<file path="src/rtl/imem_boot_loader.sv">
// Byte-stream boot loader: unpacks a length-prefixed, XOR-checksummed frame into instruction
// memory words and releases the core from reset once the image is verified.
module imem_boot_loader #(
    parameter int unsigned MEM_DEPTH = 1024,
    parameter int unsigned ADDR_W    = 10
) (
    input  logic              clk_i,
    input  logic              rst,
    input  logic [7:0]        rx_data_i,
    input  logic              rx_valid_i,
    output logic              rx_ready_o,
    output logic              mem_we_o,
    output logic [ADDR_W-1:0] mem_addr_o,
    output logic [31:0]       mem_wdata_o,
    output logic              busy_o,
    output logic              done_o,
    output logic              err_o,
    output logic              cpu_rst_o
);

    typedef enum logic [2:0] {
        StLenLo,
        StLenHi,
        StData,
        StChk,
        StDone,
        StErr
    } state_e;

    state_e            state_q, state_d;
    logic [7:0]        len_lo_q, len_lo_d;
    logic [15:0]       len_q, len_d;
    logic [1:0]        byte_cnt_q, byte_cnt_d;
    logic [23:0]       word_q, word_d;
    logic [ADDR_W:0]   widx_q, widx_d;
    logic [7:0]        xor_q, xor_d;
    logic              we_q, we_d;
    logic [ADDR_W-1:0] addr_q, addr_d;
    logic [31:0]       wdata_q, wdata_d;

    logic              accept;
    logic [15:0]       len_full;
    logic [ADDR_W:0]   next_idx;

    assign rx_ready_o = rst && (state_q == StLenLo || state_q == StLenHi ||
                                state_q == StData  || state_q == StChk);
    assign accept     = rx_valid_i && rx_ready_o;
    assign len_full   = {rx_data_i, len_lo_q};
    assign next_idx   = widx_q + 1'b1;

    assign mem_we_o    = we_q;
    assign mem_addr_o  = addr_q;
    assign mem_wdata_o = wdata_q;
    assign busy_o      = (state_q == StLenHi) || (state_q == StData) || (state_q == StChk);
    assign done_o      = (state_q == StDone);
    assign err_o       = (state_q == StErr);
    assign cpu_rst_o   = (state_q == StDone);

    always_comb begin
        state_d    = state_q;
        len_lo_d   = len_lo_q;
        len_d      = len_q;
        byte_cnt_d = byte_cnt_q;
        word_d     = word_q;
        widx_d     = widx_q;
        xor_d      = xor_q;
        we_d       = 1'b0;
        addr_d     = addr_q;
        wdata_d    = wdata_q;

        case (state_q)
            StLenLo: begin
                if (accept) begin
                    len_lo_d = rx_data_i;
                    state_d  = StLenHi;
                end
            end
            StLenHi: begin
                if (accept) begin
                    len_d = len_full;
                    if (32'(len_full) > MEM_DEPTH) begin
                        state_d = StErr;
                    end else if (len_full == 16'd0) begin
                        state_d = StChk;
                    end else begin
                        state_d = StData;
                    end
                end
            end
            StData: begin
                if (accept) begin
                    xor_d      = xor_q ^ rx_data_i;
                    byte_cnt_d = byte_cnt_q + 2'd1;
                    case (byte_cnt_q)
                        2'd0: word_d[7:0]   = rx_data_i;
                        2'd1: word_d[15:8]  = rx_data_i;
                        2'd2: word_d[23:16] = rx_data_i;
                        default: begin
                            // Fourth byte completes the word; the write is registered.
                            we_d    = 1'b1;
                            addr_d  = widx_q[ADDR_W-1:0];
                            wdata_d = {rx_data_i, word_q};
                            widx_d  = next_idx;
                            if (32'(next_idx) == 32'(len_q)) begin
                                state_d = StChk;
                            end
                        end
                    endcase
                end
            end
            StChk: begin
                if (accept) begin
                    state_d = (rx_data_i == xor_q) ? StDone : StErr;
                end
            end
            default: ;
        endcase
    end

    always_ff @(posedge clk_i) begin
        if (!rst) begin
            state_q    <= StLenLo;
            len_lo_q   <= '0;
            len_q      <= '0;
            byte_cnt_q <= '0;
            word_q     <= '0;
            widx_q     <= '0;
            xor_q      <= '0;
            we_q       <= 1'b0;
            addr_q     <= '0;
            wdata_q    <= '0;
        end else begin
            state_q    <= state_d;
            len_lo_q   <= len_lo_d;
            len_q      <= len_d;
            byte_cnt_q <= byte_cnt_d;
            word_q     <= word_d;
            widx_q     <= widx_d;
            xor_q      <= xor_d;
            we_q       <= we_d;
            addr_q     <= addr_d;
            wdata_q    <= wdata_d;
        end
    end

endmodule
</file>
<file path="config.mk">
export PLATFORM = sky130hd
export DESIGN_NAME = imem_boot_loader
export DESIGN_NICKNAME = d
export VERILOG_FILES = /design/src/rtl/imem_boot_loader.sv
export SDC_FILE = /design/constraint.sdc
export NUM_CORES = 1
export LEC_CHECK = 0
export BUFFER_PORTS_ARGS = -buffer_cell sky130_fd_sc_hd__buf_2
export CAP_MARGIN = 20
export CORE_MARGIN = 10
export CORE_UTILIZATION = 41
export DETAILED_ROUTE_END_ITERATION = 6
export GPL_ROUTABILITY_DRIVEN = 0
export PLACE_DENSITY_LB_ADDON = 0.05
export RECOVER_POWER = 50
export SETUP_SLACK_MARGIN = 0.02
export SLEW_MARGIN = 5
export SYNTH_ARGS = -nofsm -noshare
export SYNTH_HDL_FRONTEND = slang
export SYNTH_SLANG_ARGS = --single-unit
</file>
<file path="constraint.sdc">
create_clock -name clk_i -period 4.1 [get_ports clk_i]
set_input_delay 0.205 -clock clk_i [delete_from_list [all_inputs] [get_ports clk_i]]
set_output_delay 0.205 -clock clk_i [all_outputs]
set_load 0.005 [all_outputs]
</file>
==> metrics.yaml <==
setup_path:
  critPathBufInv: 0
  end_kind: "register"
  reg2reg_to: "state_q[0]"
  crit_fanout: 7
  slowest_stage: "dfxtp_1"
  regToRegSetupSlack_ns: 1.63
  slowest_delay_ns: 0.46
  worst_setup_path_start_kind: "register"
  cp.arrival_ns: 2.76
  cp_cell_sequence: "ha_1 > nand3_1 > or3_1 > a2111oi_2 > nand3_1 > o31a_1 > mux2i_1"
  worst-r2r-cell-count: 7
  path_common_cell: "nand3_1"
  crit_type: "reg -> reg"
  r2r_start: "widx_q[0]"
  critical_path.top_delay_family: "simple AND/OR/NAND/NOR gates"
  worst_ep_required_time_ns: 4.39
logic_synthesis:
  netlist.area_leader.share_pct: 45.9
  postSynthAreaPerCell_sq_um: 8.31
  muxShareOfSynthArea_pct: 0.599
  ys_ff_latch: 115
  synth-main-ff-cell: "dfxtp_1"
  synth-simple-area-share_pct: 24.9
  synth_edf_count: 0
  synthXorXnorAreaFrac_pct: 6.99
  ys_types: 38
  ys.warnings.count: 0
  synth_fa_ha_area_share_pct: 1.25
  synth_nets: 619
  postSynth.asyncResetShare_pct: 0
  synth_top_family_by_area: "simple AND/OR/NAND/NOR gates"
  yosysTopAreaCell: "dfxtp_1"
  seq_area_frac_synth_pct: 45.9
  syn-instance-count: 603
  synth_compound_area_share_pct: 15.9
  synth_area_sq_um: 5010
  synth_area_leaders: "dfxtp_1 (46%), a21boi_0 (14%), nand2_1 (13%), xnor2_1 (3.8%), nand3_1 (3.8%)"
drt:
  wirelength_mm: 12.1
  detailedRoute.firstPassIterationCount: 4
  ant_nets: 0
  vias: 3993
  drt_iter0_drc: 261
  wire_per_inst_um: 15.3
  drc: 0
  via_per_inst: 5.05
pwr:
  seqPwrFrac_pct: 43.1
  switching_share_pct: 20.9
  p_int_mw: 2.10
  powerDensity_nw_per_um2: 455
  clkPwrFrac_pct: 53.0
  power.total_mw: 2.65
  p_comb_share_pct: 3.9
  irDropWorstVdd_mv: 0.248
  p_leak_nw: 2.03
  p_sw_mw: 0.553
grt:
  grt_max_degree: 102
  antenna_found_initial: 0
  grt_pass1_wl_mm: 20.0
  grt_pass1_vias: 3871
  grt_use_total_pct: 15.1
  grt-ovfl-total: 0
hold_path:
  whs_path_depth: 3
  min-delay-start: "rx_data_i[6]"
  worstHoldEndpoint: "mem_wdata_o[30]"
  min_path_type: "in -> reg"
clocking:
  clockBufferDepth: 2
  clockRootBuffer: "clkbuf_16"
  htreeDepth: 4
  cts.clk_slew.worst_paths_ns: 0.05
  cts_setup_buffers: 0
  cts_tree: "done"
  cts_hold_buf: 0
  clock_latency_ns: 0.41
  cts_sinks: 115
  cts-buffers-inserted: 17
  post_cts_resized: 0
sta:
  min_period_ns: 2.47
  max_slew.worst_pin.slew_ns: 0.836
  fin_skew_ns: 0.00536
  maxSlewViolCount: 0
  finalHoldViolCount: 0
  fin_worst_hold_slack_ns: 0.188
  setup_violations: 0
  fin_crit_sh_pct: 60.2
  rsz0062_at_grt: "false"
  max_freq_mhz: 405
  tns_ns: 0
  slew-limit-headroom_pct: 44.2
final_layout:
  syn_to_final_growth_pct: 16.1
  drive_gt1_share_pct: 9.16
  fill_cells: 1203
  antennaDiodeCount: 0
  nNetsFinal: 650
placement:
  hpwl_mm: 8.06
  io_buffers: 58
floorplan:
  start_util_pct: 41.7
  dieWidth_um: 131
  die_h_um: 131
  boundaryPins: 59
  coreArea_sq_um: 12000
  rows: 40
  dieArea_sq_um: 17100
outcome:
  status: "complete, no violations"
job:
  cap_violations: 0
power groups by stage:
stage	Clock, mW	Combinational [mW]	Sequential (mW)
finish	1.40	0.103	1.14
global route	1.50	0.115	1.14
CTS	1.44	0.106	1.14
detailed placement	0	0.105	1.16
global placement	0	0.104	1.16
floorplan	0	0.0789	1.16
synthesized netlist by cell type, types with 2 or more instances:
master / instances
nand2_1: 173
dfxtp_1: 115
a21boi_0: 92
nand3_1: 38
clkbuf_1: 37
xnor2_1: 22
and2_1: 18
xor2_1: 18
nor2_1: 10
buf_2: 8
nor3_1: 8
nor4_1: 6
ha_1: 5
buf_1: 4
inv_1: 4
nand2b_1: 4
nand4_1: 4
nor2b_1: 4
o21ai_0: 4
a21oi_1: 3
mux2i_1: 3
or2_2: 3
and3b_1: 2
buf_4: 2
nor3b_1: 2
or3_1: 2
worst reg2reg max path, cell delays in order (launching register included):
cell and delay [ns]:
dfxtp_1 0.46, ha_1 0.26, nand3_1 0.24, or3_1 0.46
a2111oi_2 0.36, nand3_1 0.16, o31a_1 0.29, mux2i_1 0.12
per-layer routing:
| layer | global-route usage (%) | part of all wire [%] | vias to the layer above | routed length, um |
|---|---|---|---|---|
| li1 | - | - | 2039 | - |
| met1 | 19.9 | 49 | 1860 | 5970 |
| met2 | 22.5 | 43 | 76 | 5220 |
| met3 | 4.15 | 5.7 | 18 | 686 |
| met4 | 6.87 | 1.7 | 0 | 207 |
| met5 | 0 | 0 | - | 0 |
sequential cells by signal, summed over array words and instances (netlist names):
register / cells
widx_q: 11
mem_addr_o: 10
byte_cnt_q: 2
len_q: 16
state_q: 3
len_lo_q: 8
mem_we_o: 1
mem_wdata_o: 32
xor_q: 8
word_q: 24
layout by cell type (no fill, tap or decap), drive strengths merged:
cell	n
nand3	39
nor2	10
a2111oi	1
a211o	1
mux2i	3
o41a	1
a21boi	92
o22ai	1
and3b	2
nor2b	4
xor2	18
nand4	4
a21oi	3
buf	29
clkbuf	58
and2	18
inv	4
o21ai	5
nand2b	4
nor4b	1
dfxtp	115
ha	5
nand3b	1
clkinv	2
xnor2	22
bufinv	2
o31a	1
nor3	8
or3	2
nor3b	2
nor4	6
or4	1
clkinvlp	1
or2	3
nand2	173
a311oi	1
o31ai	1
area by class of cell:
type / instances / area (sq um) / area share (%)
multi-input cells: 433 / 2480 / 42.5
clock buffers: 24 / 482 / 8.27
inverters: 4 / 15.0 / 0.258
well taps: 147 / 184 / 3.16
clock inverters: 5 / 77.6 / 1.33
repair buffers: 63 / 285 / 4.90
flip-flops and latches: 115 / 2300 / 39.5
how the worst max path moves through the flow:
stage	start	end	slack, ns	depth (start not counted)
floorplan	widx_q[0]	state_q[0]	1.99	7
global placement	rst	word_q[9]	1.81	8
detailed placement	rst	word_q[8]	1.74	8
CTS	widx_q[0]	state_q[0]	1.75	7
global route	widx_q[0]	state_q[0]	1.47	7
finish	widx_q[0]	state_q[0]	1.63	7
logic make-up (layout without fill, tap and decap cells):
logic type | Yosys count | in the layout
buffers and inverters | 55 | 96
DFF | 115 | 115
and+or+nand+nor | 278 | 278
AOI/OAI and AO/OA | 107 | 107
adders and majority gates | 5 | 5
muxes | 3 | 3
xor gates and xnor gates | 40 | 40
through the flow:
step	instances	instance area (sq um)	setup WS, ns	util, %
after detailed placement	762	5320	1.74	44.3
after floorplan	603	5010	1.99	-
after global placement	762	5320	1.81	44.3
after CTS	791	5880	1.75	49.0
final	791	5820	1.63	48.5
after global routing	791	5820	1.47	48.5
(Power assumes the default switching activity.)
